--- src/rtl/display_pkg.sv ---
// Shared constants, FSM state type and BCD helper for the display path.
package display_pkg;

  localparam int unsigned BCD_W            = 4;
  localparam logic [3:0]  BLANK_DIGIT      = 4'hF;
  localparam int unsigned MAX_DISP_DEFAULT = 9999;
  localparam int unsigned SCRATCH_DIGITS   = 5;

  typedef enum logic [1:0] {
    S_IDLE  = 2'd0,
    S_SHIFT = 2'd1,
    S_DONE  = 2'd2
  } state_e;

  // Decimal value of four packed BCD digits (digit 3 in the top nibble).
  function automatic logic [31:0] bcd4_value(input logic [15:0] d);
    return 32'(d[15:12]) * 32'd1000 + 32'(d[11:8]) * 32'd100
         + 32'(d[7:4]) * 32'd10 + 32'(d[3:0]);
  endfunction

endpackage

--- src/rtl/bcd_digit_adjust.sv ---
// Double-dabble correction for one BCD digit: add 3 when the digit is 5 or more.
module bcd_digit_adjust
  import display_pkg::*;
(
  input  logic [BCD_W-1:0] din,
  output logic [BCD_W-1:0] dout
);

  always_comb begin
    dout = din;
    if (din >= 4'd5) dout = din + 4'd3;
  end

endmodule

--- src/rtl/bin_to_bcd_converter.sv ---
// Sequential double-dabble binary-to-BCD converter (one bit per clock) with start/busy/done.
// Build option SIGNED_INPUT_EN: treat bin as two's complement and report the sign on neg.
module bin_to_bcd_converter
  import display_pkg::*;
#(
  parameter int unsigned IN_W     = 14,
  parameter int unsigned MAX_DISP = MAX_DISP_DEFAULT
) (
  input  logic            clk,
  input  logic            rst,
  input  logic            start,
  input  logic [IN_W-1:0] bin,
  output logic            busy,
  output logic            done,
  output logic [3:0]      units,
  output logic [3:0]      tens,
  output logic [3:0]      hundreds,
  output logic [3:0]      thousands,
  output logic            ovf,
  output logic            neg
);

  localparam int unsigned CNT_W = $clog2(IN_W);
  localparam int unsigned SCR_W = SCRATCH_DIGITS * BCD_W;
  localparam int unsigned DIG_W = 4 * BCD_W;

  state_e             state_q, state_d;
  logic [IN_W-1:0]    shreg_q, shreg_d;
  logic [SCR_W-1:0]   scratch_q, scratch_d;
  logic [SCR_W-1:0]   scratch_adj;
  logic [SCR_W-1:0]   scratch_shift;
  logic [CNT_W-1:0]   cnt_q, cnt_d;
  logic [DIG_W-1:0]   digits_q, digits_d;
  logic               ovf_q, ovf_d;
  logic [IN_W-1:0]    bin_mag;
  logic               accept;
  logic               finish;
  logic               res_ovf;

  for (genvar g = 0; g < SCRATCH_DIGITS; g++) begin : g_adj
    bcd_digit_adjust u_adj (
      .din  (scratch_q[g*BCD_W +: BCD_W]),
      .dout (scratch_adj[g*BCD_W +: BCD_W])
    );
  end

  assign scratch_shift = {scratch_adj[SCR_W-2:0], shreg_q[IN_W-1]};
  assign accept        = (state_q == S_IDLE) && start;
  assign finish        = (state_q == S_SHIFT) && (cnt_q == '0);
  assign res_ovf       = (scratch_shift[SCR_W-1 -: BCD_W] != '0)
                      || (bcd4_value(scratch_shift[DIG_W-1:0]) > MAX_DISP);

  always_comb begin
    state_d   = state_q;
    shreg_d   = shreg_q;
    scratch_d = scratch_q;
    cnt_d     = cnt_q;
    digits_d  = digits_q;
    ovf_d     = ovf_q;
    case (state_q)
      S_IDLE: begin
        if (start) begin
          shreg_d   = bin_mag;
          scratch_d = '0;
          cnt_d     = CNT_W'(IN_W - 1);
          state_d   = S_SHIFT;
        end
      end
      S_SHIFT: begin
        scratch_d = scratch_shift;
        shreg_d   = {shreg_q[IN_W-2:0], 1'b0};
        if (cnt_q == '0) begin
          // Result registers load on the edge into DONE so they are valid while done is high.
          state_d  = S_DONE;
          ovf_d    = res_ovf;
          digits_d = res_ovf ? {4{BLANK_DIGIT}} : scratch_shift[DIG_W-1:0];
        end else begin
          cnt_d = cnt_q - CNT_W'(1);
        end
      end
      S_DONE:  state_d = S_IDLE;
      default: state_d = S_IDLE;
    endcase
  end

  always_ff @(posedge clk or posedge rst) begin
    if (rst) begin
      state_q   <= S_IDLE;
      shreg_q   <= '0;
      scratch_q <= '0;
      cnt_q     <= '0;
      digits_q  <= '0;
      ovf_q     <= 1'b0;
    end else begin
      state_q   <= state_d;
      shreg_q   <= shreg_d;
      scratch_q <= scratch_d;
      cnt_q     <= cnt_d;
      digits_q  <= digits_d;
      ovf_q     <= ovf_d;
    end
  end

`ifdef SIGNED_INPUT_EN
  logic sign_q, sign_d;
  logic neg_q, neg_d;

  // Most negative input negates to itself, which reads as the unsigned magnitude 2^(IN_W-1).
  assign bin_mag = bin[IN_W-1] ? (~bin + IN_W'(1)) : bin;

  always_comb begin
    sign_d = sign_q;
    neg_d  = neg_q;
    if (accept) sign_d = bin[IN_W-1];
    if (finish) neg_d  = sign_q;
  end

  always_ff @(posedge clk or posedge rst) begin
    if (rst) begin
      sign_q <= 1'b0;
      neg_q  <= 1'b0;
    end else begin
      sign_q <= sign_d;
      neg_q  <= neg_d;
    end
  end

  assign neg = neg_q;
`else
  assign bin_mag = bin;
  assign neg     = 1'b0;
`endif

  assign busy      = (state_q == S_SHIFT);
  assign done      = (state_q == S_DONE);
  assign units     = digits_q[3:0];
  assign tens      = digits_q[7:4];
  assign hundreds  = digits_q[11:8];
  assign thousands = digits_q[15:12];
  assign ovf       = ovf_q;

endmodule

--- config.mk ---
export PLATFORM = sky130hd
export DESIGN_NAME = bin_to_bcd_converter
export DESIGN_NICKNAME = d
export VERILOG_FILES = /design/src/rtl/display_pkg.sv /design/src/rtl/bcd_digit_adjust.sv /design/src/rtl/bin_to_bcd_converter.sv
export SDC_FILE = /design/constraint.sdc
export NUM_CORES = 1
export LEC_CHECK = 0
export ABC_AREA = 1
export BUFFER_PORTS_ARGS = -buffer_cell sky130_fd_sc_hd__buf_2
export CAP_MARGIN = 5
export CORE_MARGIN = 2
export CORE_UTILIZATION = 41
export DETAILED_ROUTE_END_ITERATION = 6
export GPL_TIMING_DRIVEN = 0
export PLACE_DENSITY = 0.56
export SETUP_SLACK_MARGIN = 0.5
export SYNTH_ARGS = -nofsm -noshare
export SYNTH_HDL_FRONTEND = slang
export SYNTH_SLANG_ARGS = --single-unit
--- constraint.sdc ---
create_clock -name clk -period 11.3 [get_ports clk]
set_input_delay 2.26 -clock clk [delete_from_list [all_inputs] [get_ports clk]]
set_output_delay 2.26 -clock clk [all_outputs]
set_load 0.01 [all_outputs]
# ---- After elaboration in Yosys (flattened, before gate mapping)
# Index checks and enable logic that the tools add are counted.
# Widths: inputs -> output; s select.
dict set report classes {
  n_reduce_logical 9
  shift 0
  n_mux 16
  mul 3
  order_cmp 6
  eq_ne 5
  add_sub_neg 9
  bitwise_logic 0
  n_div 0
}
# operator n
set op_table {}
lappend op_table {{$pmux 20 s2} 1}
lappend op_table {{$pmux 14 s2} 1}
lappend op_table {{$mux 4} 6}
lappend op_table {{$ge 4x3->1 const B} 5}
lappend op_table {{$mux 20} 1}
lappend op_table {{$add 16x4->17} 1}
lappend op_table {{$gt 17x14->1 const B} 1}
lappend op_table {{$add 15x8->16} 1}
lappend op_table {{$add 4x2->4 const B} 4}
lappend op_table {{$mux 16} 1}
lappend op_table {{$add 14x11->15} 1}
lappend op_table {{$mux 14} 1}
lappend op_table {{$mul 4x7->11 const B} 1}
lappend op_table {{$mul 4x5->9 const B} 1}
lappend op_table {{$pmux 4 s2} 1}
lappend op_table {{$mul 4x3->7 const B} 1}
lappend op_table {{$reduce_and 2->1} 3}
lappend op_table {{$logic_not 4->1} 1}
lappend op_table {{$mux 2} 2}
lappend op_table {{$ne 2x2->1 const B} 2}
lappend op_table {{$pmux 2 s2} 1}
lappend op_table {{$reduce_bool 4->1} 1}
lappend op_table {{$sub 4x1->4 const B} 1}
lappend op_table {{$add 3x2->3 const B} 1}
lappend op_table {{other kinds (8)} 8}
dict set report totals {
  regBits 57
  in_bits 17
  ramBits 0
  mem_bits_ro 0
  latch_bits 0
  memories 0
}

# ---- Longest topological paths before layout
# Gate-level depths: netlist of the first run.
dict set report depth {
  ltp_word 9
  depth_mapped 36
  ltp_nobuf 35
}

# ---- Hierarchy
# Synthesis of the first run repeated with hierarchy kept, for this count alone.
dict set report hier_totals {
  cells_unflattened 650
  hier_area_um2 5084.9
}
# module area_each_um2 cells_per_inst n_inst seq_area_each_um2
set modules_own_cells {}
lappend modules_own_cells {bin_to_bcd_converter 4409.2 535 1 1426.4}
lappend modules_own_cells {bcd_digit_adjust 135.1 23 5 0.0}

# ---- Least setup slack after synthesis of the first run
# Ideal clock, no wire load.
dict set report synth_path {
  path_kind {reg-to-reg}
  from {register scratch_q[12]}
  to {register digits_q[10]}
  setup_time_ps 113
  arrival_ps 5200
  n_path_buf 1
  t_required_ps 11187
  path_stages_with_launch 35
  period_less_slack_ps 5313
  slack_ps 5987
  cell_sequence {dfrtp_1 inv_1 ha_1 inv_1 nand2_2 nand3_2 nand2_1 nand2_1 inv_1 fa_1 inv_1 fa_1 inv_1 ha_1 nand2_1 nand2_1 a31oi_1 xor2_1 inv_1 ha_1 ha_1 ha_1 inv_1 o21ai_0 nor2_1 nand2_2 a31oi_2 xor2_1 nor2_1 nand2_1 nand2_2 buf_6 nand3_1 nand2_1 inv_1}
}
dict set report synth_via {
  elab_chain_len 9
  word_cells_on_any_way 11
}
# item line_no
set synth_rtl {}
lappend synth_rtl {{start, declared} bin_to_bcd_converter.sv:29} ;# logic [SCR_W-1:0] scratch_q, scratch_d;
lappend synth_rtl {{start signal, assigned} bin_to_bcd_converter.sv:97} ;# scratch_q <= scratch_d;
lappend synth_rtl {{$add 4x2->4 or $ge 4x3->1 (tied branches)} bcd_digit_adjust.sv:11} ;# if (din >= 4'd5) dout = din + 4'd3;
lappend synth_rtl {{$mux 4 *} bcd_digit_adjust.sv:11}
lappend synth_rtl {{$mul 4x7->11} display_pkg.sv:17} ;# return 32'(d[15:12]) * 32'd1000 + 32'(d[11:8]) * 32'd100
lappend synth_rtl {{$add 14x11->15} display_pkg.sv:17}
lappend synth_rtl {{$add 15x8->16} display_pkg.sv:18} ;# + 32'(d[7:4]) * 32'd10 + 32'(d[3:0]);
lappend synth_rtl {{$add 16x4->17} display_pkg.sv:18}
lappend synth_rtl {{$gt 17x14->1} bin_to_bcd_converter.sv:51} ;# || (bcd4_value(scratch_shift[DIG_W-1:0]) > MAX_DISP);
lappend synth_rtl {{$logic_or 1x1->1 *} bin_to_bcd_converter.sv:51}
lappend synth_rtl {{$mux 16 *} bin_to_bcd_converter.sv:76} ;# digits_d = res_ovf ? {4{BLANK_DIGIT}} : scratch_shift[DIG_W-1:0];
lappend synth_rtl {{end signal, assigned} bin_to_bcd_converter.sv:99} ;# digits_q <= digits_d;
lappend synth_rtl {{end, declared} bin_to_bcd_converter.sv:33} ;# logic [DIG_W-1:0] digits_q, digits_d;
# Every way passes the cells marked *; elsewhere a longest branch is shown, timed or not.
# A chain may end at the register's enable or synchronous reset.

# ---- Final worst setup path of the first run
dict set report layout_path {
  from {register scratch_q[12]}
  to {register digits_q[13]}
}
dict set report layout_via {
  elab_chain_len 9
  word_cells_on_any_way 11
}
# item line_no
set layout_rtl {}
lappend layout_rtl {{$add 4x2->4 or $ge 4x3->1 (tied branches)} bcd_digit_adjust.sv:11}
lappend layout_rtl {{$mux 4 *} bcd_digit_adjust.sv:11}
lappend layout_rtl {{$mul 4x7->11} display_pkg.sv:17}
lappend layout_rtl {{$add 14x11->15} display_pkg.sv:17}
lappend layout_rtl {{$add 15x8->16} display_pkg.sv:18}
lappend layout_rtl {{$add 16x4->17} display_pkg.sv:18}
lappend layout_rtl {{$gt 17x14->1} bin_to_bcd_converter.sv:51}
lappend layout_rtl {{$logic_or 1x1->1} bin_to_bcd_converter.sv:51}
lappend layout_rtl {{$mux 16 *} bin_to_bcd_converter.sv:76}
# Marked as above.

==> results_dict.tcl, run 1 <==
set metrics [dict create \
    status "finished, final reports clean" \
    cts_tree "done" \
    root_buffer "clkbuf_16" \
    cts.sinks 57 \
    grt_pass1_vias 3730 \
    r2r-start "scratch_q[12]$_DFFE_PP0P_" \
    drt_wl_total_mm 9.757 \
    yosysMostFrequentCell "inv_1" \
    synth-seq-cells 57 \
    synth_ff_type "dfrtp_1" \
    syn_inst 585 \
    hpwl_mm 7.712 \
    synth_common_cells "132 x inv_1, 97 x nand2_1, 60 x ha_1" \
    crit_top_cell "inv_1" \
    cts-htree-levels 3 \
    synth_compound_area_frac 0.1079 \
    endpoint_kind "flip-flop" \
    reg2reg_depth 34 \
    coreArea_sq_um 10940 \
    cts.clk_slew.worst_paths_ns 0.05 \
    cp_slowest_cell "fa_1" \
    ys_async_sr_fraction 1.000 \
    required_ns 11.52 \
    layout_setup_ws_ns 5.332 \
    fp.dieH_um 110.5 \
    cts_made_buffers 9 \
    area_growth_syn_to_layout_pct 14.02 \
    yosys.area.top_type "dfrtp_1" \
    final_net_count 726 \
    reg2reg_slack_ns 5.33 \
    cts_buffer_depth 2 \
    tightest_slew_ns 0.8171 \
    crit_path_max_incr_delay_ns 0.60 \
    grt.total_usage 0.1659 \
    cp-start-kind "flip-flop" \
    first_pass_iters 5 \
    hold_end "ovf$_DFFE_PP0P_" \
    synthMuxAreaShare 0 \
    drv_cap 0 \
    worst-setup-path-type "reg -> reg" \
    grt_first_pass_wirelength_mm 16.80 \
    r2r_end "digits_q[13]$_DFFE_PP0P_" \
    nFillCells 1078 \
    syn_nets 679 \
    synth_adder_area_share 0.2347 \
    min_period_over_period 0.5282 \
    synth.area.top_cells "dfrtp_1 31%, ha_1 16%, inv_1 11%, nand2_1 7.8%, fa_1 7.3%" \
    synth.top_cell.area_share 0.3068 \
    multi_input_area_sq_um 2654 \
    dieArea_sq_um 12210 \
    dr.first_iter.drc_count 182 \
    synth_seq_area_share 0.3068 \
    synthSimpleGateAreaFrac 0.1916 \
    syn_avg_cell_area_sq_um 7.948 \
    clock_latency_ns 0.32 \
    post-place-ws_ns 5.294 \
    min_period_ns 5.968 \
    ctsHoldBuffers 0 \
    holdPathStages 2 \
    die_w_um 110.5 \
    finalSetupTns_ns 0 \
    netlist_area_sq_um 4649 \
    grt_max_degree 31 \
    io_pins 37 \
    wire_per_inst_um 12.56 \
    drc_errors 0 \
    dr_total_vias 3808 \
    drive_gt1_frac 0.1397 \
    std_cell_rows 38 \
    synth_top_family_by_area "adder cells" \
    synthXorXnorAreaFrac 0.03579 \
    finClkSkew_ns 0.003811 \
    clock.fmax_mhz 167.6 \
    post_cts_buffers 0 \
    cp.arrival_ns 6.19 \
    slew_viol_final 0 \
    io_buffers 35 \
    cts_resized 0 \
    ys_types 29 \
    yosys_warnings 0 \
    slew_headroom 0.4495 \
    finalSetupViolations 0 \
    antenna_found_initial 0 \
    diodes 0 \
    grt_setup_unrepaired "false" \
    vias_per_cell 4.901 \
    hold_path_class "reg -> reg" \
    gr-total-overflow 0 \
    worstHoldStart "ovf$_DFFE_PP0P_" \
    gp_congestion 0.8242 \
    regArea_sq_um 1426 \
    detail-route-antenna-nets 0 \
    hold_viol_final 0 \
    crit_fanout 10 \
    synth_edf_count 0 \
    initial_core_util 0.4252 \
]
-- through the flow --
stage / cell area, sq um / std cells / hold WS [ns] / util
floorplan: 4649 / 585 / 0.4534 / -
global placement: 5000 / 760 / 0.4612 / 0.4572
detailed placement: 5020 / 761 / 0.4655 / 0.4590
CTS: 5301 / 777 / 0.4807 / 0.4848
global route: 5301 / 777 / 0.5092 / 0.4848
finish: 5301 / 777 / 0.4805 / 0.4848
-- sequential cells by signal, summed over array words and instances (netlist names) --
| register | count |
|---|---|
| scratch_q | 20 |
| shreg_q | 14 |
| digits_q | 16 |
| ovf | 1 |
| state_q | 2 |
| cnt_q | 4 |
-- worst max-delay path: cells and delay by family, from the launching register on --
kind / cells / cell delay, ns
adders and majority gates: 7 / 2.65
and+or+nand+nor: 13 / 1.31
buffers and inverters: 9 / 0.82
AOI/OAI and AO/OA: 3 / 0.44
DFF: 1 / 0.37
xor gates and xnor gates: 2 / 0.25
-- cell usage in the layout, fill, tap and decap left out, types with 25 or more instances in the layout --
cell type,n
dfrtp_1,57
nand3_1,30
inv_1,131
o22ai_1,28
buf_2,37
o21ai_0,25
a21oi_1,30
nor2_1,31
nand2_1,97
ha_1,60
-- cell type report --
class                   count  share of cell area
plain buffers              13             0.01322
well taps                 140             0.03304
clock buffers              10             0.04508
inverters                 133             0.09417
multi-input cells         382              0.5006
repair buffers             36             0.03682
clock inverters             6            0.008025
flip-flops and latches     57              0.2691
-- routing by layer --
layer | vias up | track usage | routed length, um
met5 | - | 0 | 0
met1 | 1788 | 0.2254 | 4682
met3 | 8 | 0.02689 | 389
met2 | 77 | 0.2663 | 4579
met4 | 0 | 0.06333 | 105
li1 | 1935 | - | -
-- cells by family (layout without fill, tap and decap cells) --
| family | count (synthesis) | after routing |
|---|---|---|
| flip-flops | 57 | 57 |
| buffers and inverters | 146 | 198 |
| AND/OR/NAND/NOR | 195 | 195 |
| other | 1 | 1 |
| XOR/XNOR | 19 | 19 |
| adder cells (fa/ha/maj) | 77 | 77 |
| AO/OA/AOI/OAI | 90 | 90 |
-- worst max-delay path by stage --
stage                                   start                  endpoint  slack [ns]  cells after the start
floorplan           scratch_q[12]$_DFFE_PP0P_  digits_q[10]$_DFFE_PP0P_        5.99                     34
global placement    scratch_q[12]$_DFFE_PP0P_  digits_q[13]$_DFFE_PP0P_        5.33                     34
detailed placement  scratch_q[12]$_DFFE_PP0P_  digits_q[15]$_DFFE_PP0P_        5.29                     34
CTS                 scratch_q[12]$_DFFE_PP0P_  digits_q[15]$_DFFE_PP0P_        5.27                     34
global route        scratch_q[12]$_DFFE_PP0P_   digits_q[2]$_DFFE_PP0P_        4.78                     34
finish              scratch_q[12]$_DFFE_PP0P_  digits_q[13]$_DFFE_PP0P_        5.33                     34
Power of run 1 is not shown: default switching activity piles up to over one toggle a cycle in this logic, so the estimate is an artifact.
==> run 2, diff against run 1 <==
--- a/config.mk
+++ b/config.mk
@@ -12,7 +12,7 @@
 export CORE_UTILIZATION = 41
 export DETAILED_ROUTE_END_ITERATION = 6
 export GPL_TIMING_DRIVEN = 0
-export PLACE_DENSITY = 0.56
+export PLACE_DENSITY = 0.58
 export SETUP_SLACK_MARGIN = 0.5
 export SYNTH_ARGS = -nofsm -noshare
 export SYNTH_HDL_FRONTEND = slang
==> constraint.sdc (replaced) <==
create_clock -name clk -period 4.8 [get_ports clk]
set_input_delay 0.96 -clock clk [delete_from_list [all_inputs] [get_ports clk]]
set_output_delay 0.96 -clock clk [all_outputs]
set_load 0.01 [all_outputs]
==> results_dict.tcl, run 2 (same netlist as run 1, synthesis figures left out) <==
set metrics [dict create \
    final_common_cell "inv_1" \
    largestRegisters "scratch_q x20, digits_q x16, shreg_q x14" \
    wl_met2_mm 5.323 \
    initial_core_util 0.4252 \
    top_layer "met4" \
    dr_total_vias 3939 \
    gr-total-overflow 0 \
    cts_buffer_depth 2 \
    crit_start "scratch_q[13]$_DFFE_PP0P_" \
    wl_met3_um 363 \
    root_buffer "clkbuf_16" \
    r2r_end "digits_q[6]$_DFFE_PP0P_" \
    grt.total_usage 0.1819 \
    dr.first_iter.drc_count 146 \
    finalSetupViolations 17 \
    drt_wl_total_mm 10.80 \
    regMostFlops "scratch_q" \
    std_cell_rows 38 \
    cts-htree-levels 3 \
    grt_setup_unrepaired "true" \
    worstHoldStart "ovf$_DFFE_PP0P_" \
    first_pass_iters 5 \
    worst-setup-path-type "reg -> reg" \
    drv_cap 0 \
    drive_gt1_frac 0.2969 \
    path_delay_family "adder cells" \
    ctsHoldBuffers 0 \
    cts.clk_slew.worst_paths_ns 0.05 \
    place_area_sq_um 5201 \
    crit_fanout 5 \
    reg2reg_slack_ns -0.34 \
    wire_per_inst_um 13.38 \
    clock_latency_ns 0.33 \
    area_growth_syn_to_layout_pct 30.73 \
    reg2reg_depth 33 \
    drc_errors 0 \
    final_net_count 756 \
    crit_path_max_incr_delay_ns 0.59 \
    min_period_ns 5.143 \
    post-place-ws_ns -0.6775 \
    grt_pass1_vias 3919 \
    hold_path_class "reg -> reg" \
    cp.arrival_ns 5.37 \
    min_period_over_period 1.072 \
    endpoint_kind "flip-flop" \
    finClkSkew_ns 0.005066 \
    holdPathStages 2 \
    hpwl_mm 7.964 \
    slew_headroom 0.5961 \
    clock.fmax_mhz 194.4 \
    wirelength_met1_mm 4.976 \
    violations "setup timing" \
    antenna_found_initial 0 \
    grt_max_degree 40 \
    coreArea_sq_um 10940 \
    grt_first_pass_wirelength_mm 18.27 \
    tightest_slew_ns 0.6059 \
    fp.dieH_um 110.5 \
    fin_area_sq_um 6078 \
    hold_end "ovf$_DFFE_PP0P_" \
    vias_per_cell 4.881 \
    cp-start-kind "flip-flop" \
    r2r-start "scratch_q[13]$_DFFE_PP0P_" \
    io_buffers 35 \
    required_ns 5.03 \
    diodes 0 \
    finalSetupTns_ns -5.162 \
    die_w_um 110.5 \
    nFillCells 1028 \
    crit_buf_inv 8 \
    detail-route-antenna-nets 0 \
    cts_tree "done" \
    layout_setup_ws_ns -0.3433 \
    cts_made_buffers 9 \
    cp_slowest_cell "fa_2" \
    slew_viol_final 0 \
    io_pins 37 \
    cts.sinks 57 \
    largest_reg_flops 20 \
    dieArea_sq_um 12210 \
    status "finished, violations left" \
    hold_viol_final 0 \
    gp_congestion 0.7781 \
    final_cell_mix "115 x inv_1, 81 x nand2_1, 57 x dfrtp_1" \
]
==> run 2: changes by cell type in the layout (fill, tap and decap cells not counted), moves of 10 or more <==
cell	previous run	this run
inv_1	131	115
nand2_2	5	15
buf_4	1	29
nand2_1	97	81
inv_2	1	16
ha_1	60	43
ha_4	0	15
==> run 2: how the worst max path moves through the flow <==
| stage | cells after the start | slack, ns | endpoint |
|---|---|---|---|
| global placement | 28 | -0.62 | digits_q[15]$_DFFE_PP0P_ |
| CTS | 33 | -0.31 | digits_q[14]$_DFFE_PP0P_ |
| detailed placement | 28 | -0.68 | digits_q[15]$_DFFE_PP0P_ |
| floorplan | 33 | -0.1 | digits_q[10]$_DFFE_PP0P_ |
| finish | 33 | -0.34 | digits_q[6]$_DFFE_PP0P_ |
| global route | 33 | -0.57 | digits_q[6]$_DFFE_PP0P_ |
==> run 2: worst min-delay path, stage by stage, from the launching register on <==
cell and delay (ns):
dfrtp_1 0.34, nand2_1 0.05, nand2_1 0.06
==> run 2: per-layer routing <==
| layer | up-vias | global-route usage |
|---|---|---|
| met1 | 1871 | 0.2358 |
| met3 | 14 | 0.03403 |
| met2 | 62 | 0.3117 |
| li1 | 1992 | - |
| met4 | 0 | 0.05000 |
| met5 | - | 0 |
==> run 2: repair_timing <==
item	in CTS	in global routing
setup buffers	12	17
setup endpoints to repair	17	17
cloned	1	0
gates resized for setup	33	43
pin swaps	29	37
==> run 2: stage by stage <==
stage	instances	hold WS (ns)	util
2_1_floorplan	585	0.4534	-
3_3_place_gp	760	0.4628	0.4738
3_5_place_dp	761	0.4698	0.4756
4_1_cts	790	0.4839	0.5275
5_1_grt	807	0.5243	0.5558
6_report	807	0.4845	0.5558
==> run 2: layout make-up <==
| class | instances | area [sq um] | share of cell area |
|---|---|---|---|
| Clock buffer | 12 | 266.5 | 0.04385 |
| Sequential cell | 57 | 1426 | 0.2347 |
| Buffer | 13 | 73.82 | 0.01214 |
| Timing Repair Buffer | 66 | 427.9 | 0.07040 |
| Clock inverter | 4 | 73.82 | 0.01214 |
| Tap cell | 140 | 175.2 | 0.02882 |
| Multi-Input combinational cell | 382 | 3131 | 0.5150 |
| Inverter | 133 | 504.2 | 0.08296 |
Power of run 2 is left out for the same reason.
==> run 3, diff against run 2 <==
--- a/config.mk
+++ b/config.mk
@@ -9,10 +9,11 @@
 export BUFFER_PORTS_ARGS = -buffer_cell sky130_fd_sc_hd__buf_2
 export CAP_MARGIN = 5
 export CORE_MARGIN = 2
-export CORE_UTILIZATION = 41
+export CORE_UTILIZATION = 40
 export DETAILED_ROUTE_END_ITERATION = 6
 export GPL_TIMING_DRIVEN = 0
-export PLACE_DENSITY = 0.58
+export MAX_ROUTING_LAYER = met4
+export PLACE_DENSITY = 0.57
 export SETUP_SLACK_MARGIN = 0.5
 export SYNTH_ARGS = -nofsm -noshare
 export SYNTH_HDL_FRONTEND = slang
==> results_dict.tcl, run 3 (same netlist as run 1, synthesis figures left out) <==
set metrics [dict create \
    drc_errors 0 \
    finClkSkew_ns 0.01098 \
    r2r-start "scratch_q[12]$_DFFE_PP0P_" \
    final_net_count 754 \
    multi_input_area_sq_um 2978 \
    finalSetupViolations 17 \
    grt.total_usage 0.1808 \
    largestRegisters "scratch_q x20, digits_q x16, shreg_q x14" \
    initial_core_util 0.4089 \
    grt_setup_unrepaired "true" \
    cts.sinks 57 \
    coreArea_sq_um 11370 \
    root_buffer "clkbuf_16" \
    final_common_cell "inv_1" \
    diodes 0 \
    io_pins 37 \
    worstHoldStart "digits_q[8]$_DFFE_PP0P_" \
    crit_top_cell "ha_4" \
    hpwl_mm 7.747 \
    tightest_slew_ns 0.6615 \
    cp_slowest_cell "fa_2" \
    hold_viol_final 0 \
    min_period_over_period 1.092 \
    std_cell_rows 39 \
    post-place-ws_ns -0.6861 \
    dieArea_sq_um 12500 \
    dr.first_iter.drc_count 177 \
    antenna_found_initial 0 \
    cp-start-kind "flip-flop" \
    regArea_sq_um 1426 \
    final_cell_mix "121 x inv_1, 90 x nand2_1, 57 x dfrtp_1" \
    regMostFlops "scratch_q" \
    cts_made_buffers 9 \
    io_buffers 35 \
    grt_first_pass_wirelength_mm 17.92 \
    drt_wl_total_mm 10.46 \
    required_ns 5.02 \
    crit_fanout 5 \
    fp.dieH_um 111.8 \
    nFillCells 1121 \
    final_util 0.5162 \
    status "finished, violations left" \
    vias_per_cell 4.807 \
    hold_ws_ns 0.4845 \
    drv_cap 0 \
    cts-htree-levels 3 \
    grt_max_degree 30 \
    worst-setup-path-type "reg -> reg" \
    area_growth_syn_to_layout_pct 26.24 \
    clock_latency_ns 0.32 \
    crit_path_max_incr_delay_ns 0.56 \
    gp_congestion 0.7860 \
    cts_tree "done" \
    endpoint_kind "flip-flop" \
    violations "setup timing" \
    cp.arrival_ns 5.46 \
    cts.clk_slew.worst_paths_ns 0.05 \
    finalSetupTns_ns -7.039 \
    first_pass_iters 4 \
    slew_headroom 0.5583 \
    die_w_um 111.8 \
    grt_pass1_vias 3857 \
    slew_viol_final 0 \
    largest_reg_flops 20 \
    dr_total_vias 3879 \
    drive_gt1_frac 0.2485 \
    layout_setup_ws_ns -0.4393 \
    detail-route-antenna-nets 0 \
    min_period_ns 5.239 \
    wire_per_inst_um 12.96 \
    hold_path_class "reg -> reg" \
    cts_buffer_depth 2 \
    gr-total-overflow 0 \
    clock.fmax_mhz 190.9 \
    crit_start "scratch_q[12]$_DFFE_PP0P_" \
]
[run 3: layout make-up]
type / instances / share of cell area
Tap cell: 143 / 0.03048
Inverter: 133 / 0.08548
Sequential cell: 57 / 0.2430
Timing Repair Buffer: 64 / 0.07248
Clock buffer: 9 / 0.03837
Buffer: 13 / 0.01258
Multi-Input combinational cell: 382 / 0.5074
Clock inverter: 6 / 0.01023
[run 3: repair_timing]
action / in CTS / in global routing
hold buffers: 0 / 0
buffers inserted: 16 / 11
cloned: 1 / 0
hold endpoints to repair: 0 / 0
endpoints found under the setup margin: 17 / 17
gates resized for setup: 22 / 17
pin swaps: 22 / 17
[run 3: worst max-delay path: cells and delay by family, from the launching register on]
family                     cells  cell delay (ns)
buffers and inverters          8             0.64
DFF                            1             0.43
xor gates and xnor gates       2             0.32
adders and majority gates      7             2.20
and+or+nand+nor               13             1.07
AOI/OAI and AO/OA              4             0.46
[run 3: stage by stage]
stage | cells | instance area, sq um
final | 807 | 5869
after CTS | 796 | 5719
after floorplan | 585 | 4831
after global placement | 763 | 5185
after global routing | 807 | 5869
after detailed placement | 764 | 5205
[run 3: final timing paths]
check                      slack, ns  depth (start not counted)                  endpoint
max                            -0.44                         34  digits_q[13]$_DFFE_PP0P_
min                             0.48                          2   digits_q[8]$_DFFE_PP0P_
max reg2reg                    -0.44                         34  digits_q[13]$_DFFE_PP0P_
min reg2reg                     0.48                          2   digits_q[8]$_DFFE_PP0P_
max in group asynchronous       3.48                          3    state_q[1]$_DFFE_PP0P_
min in group asynchronous       0.74                          2   digits_q[4]$_DFFE_PP0P_
[run 3: per-layer routing]
metal	vias up	GRT usage	part of all wire
li1	1991	-	-
met1	1828	0.2433	0.49
met2	56	0.2897	0.47
met3	4	0.02123	0.025
met4	0	0.05103	0.0054
met5	-	-	0
Power of run 3 is left out for the same reason.
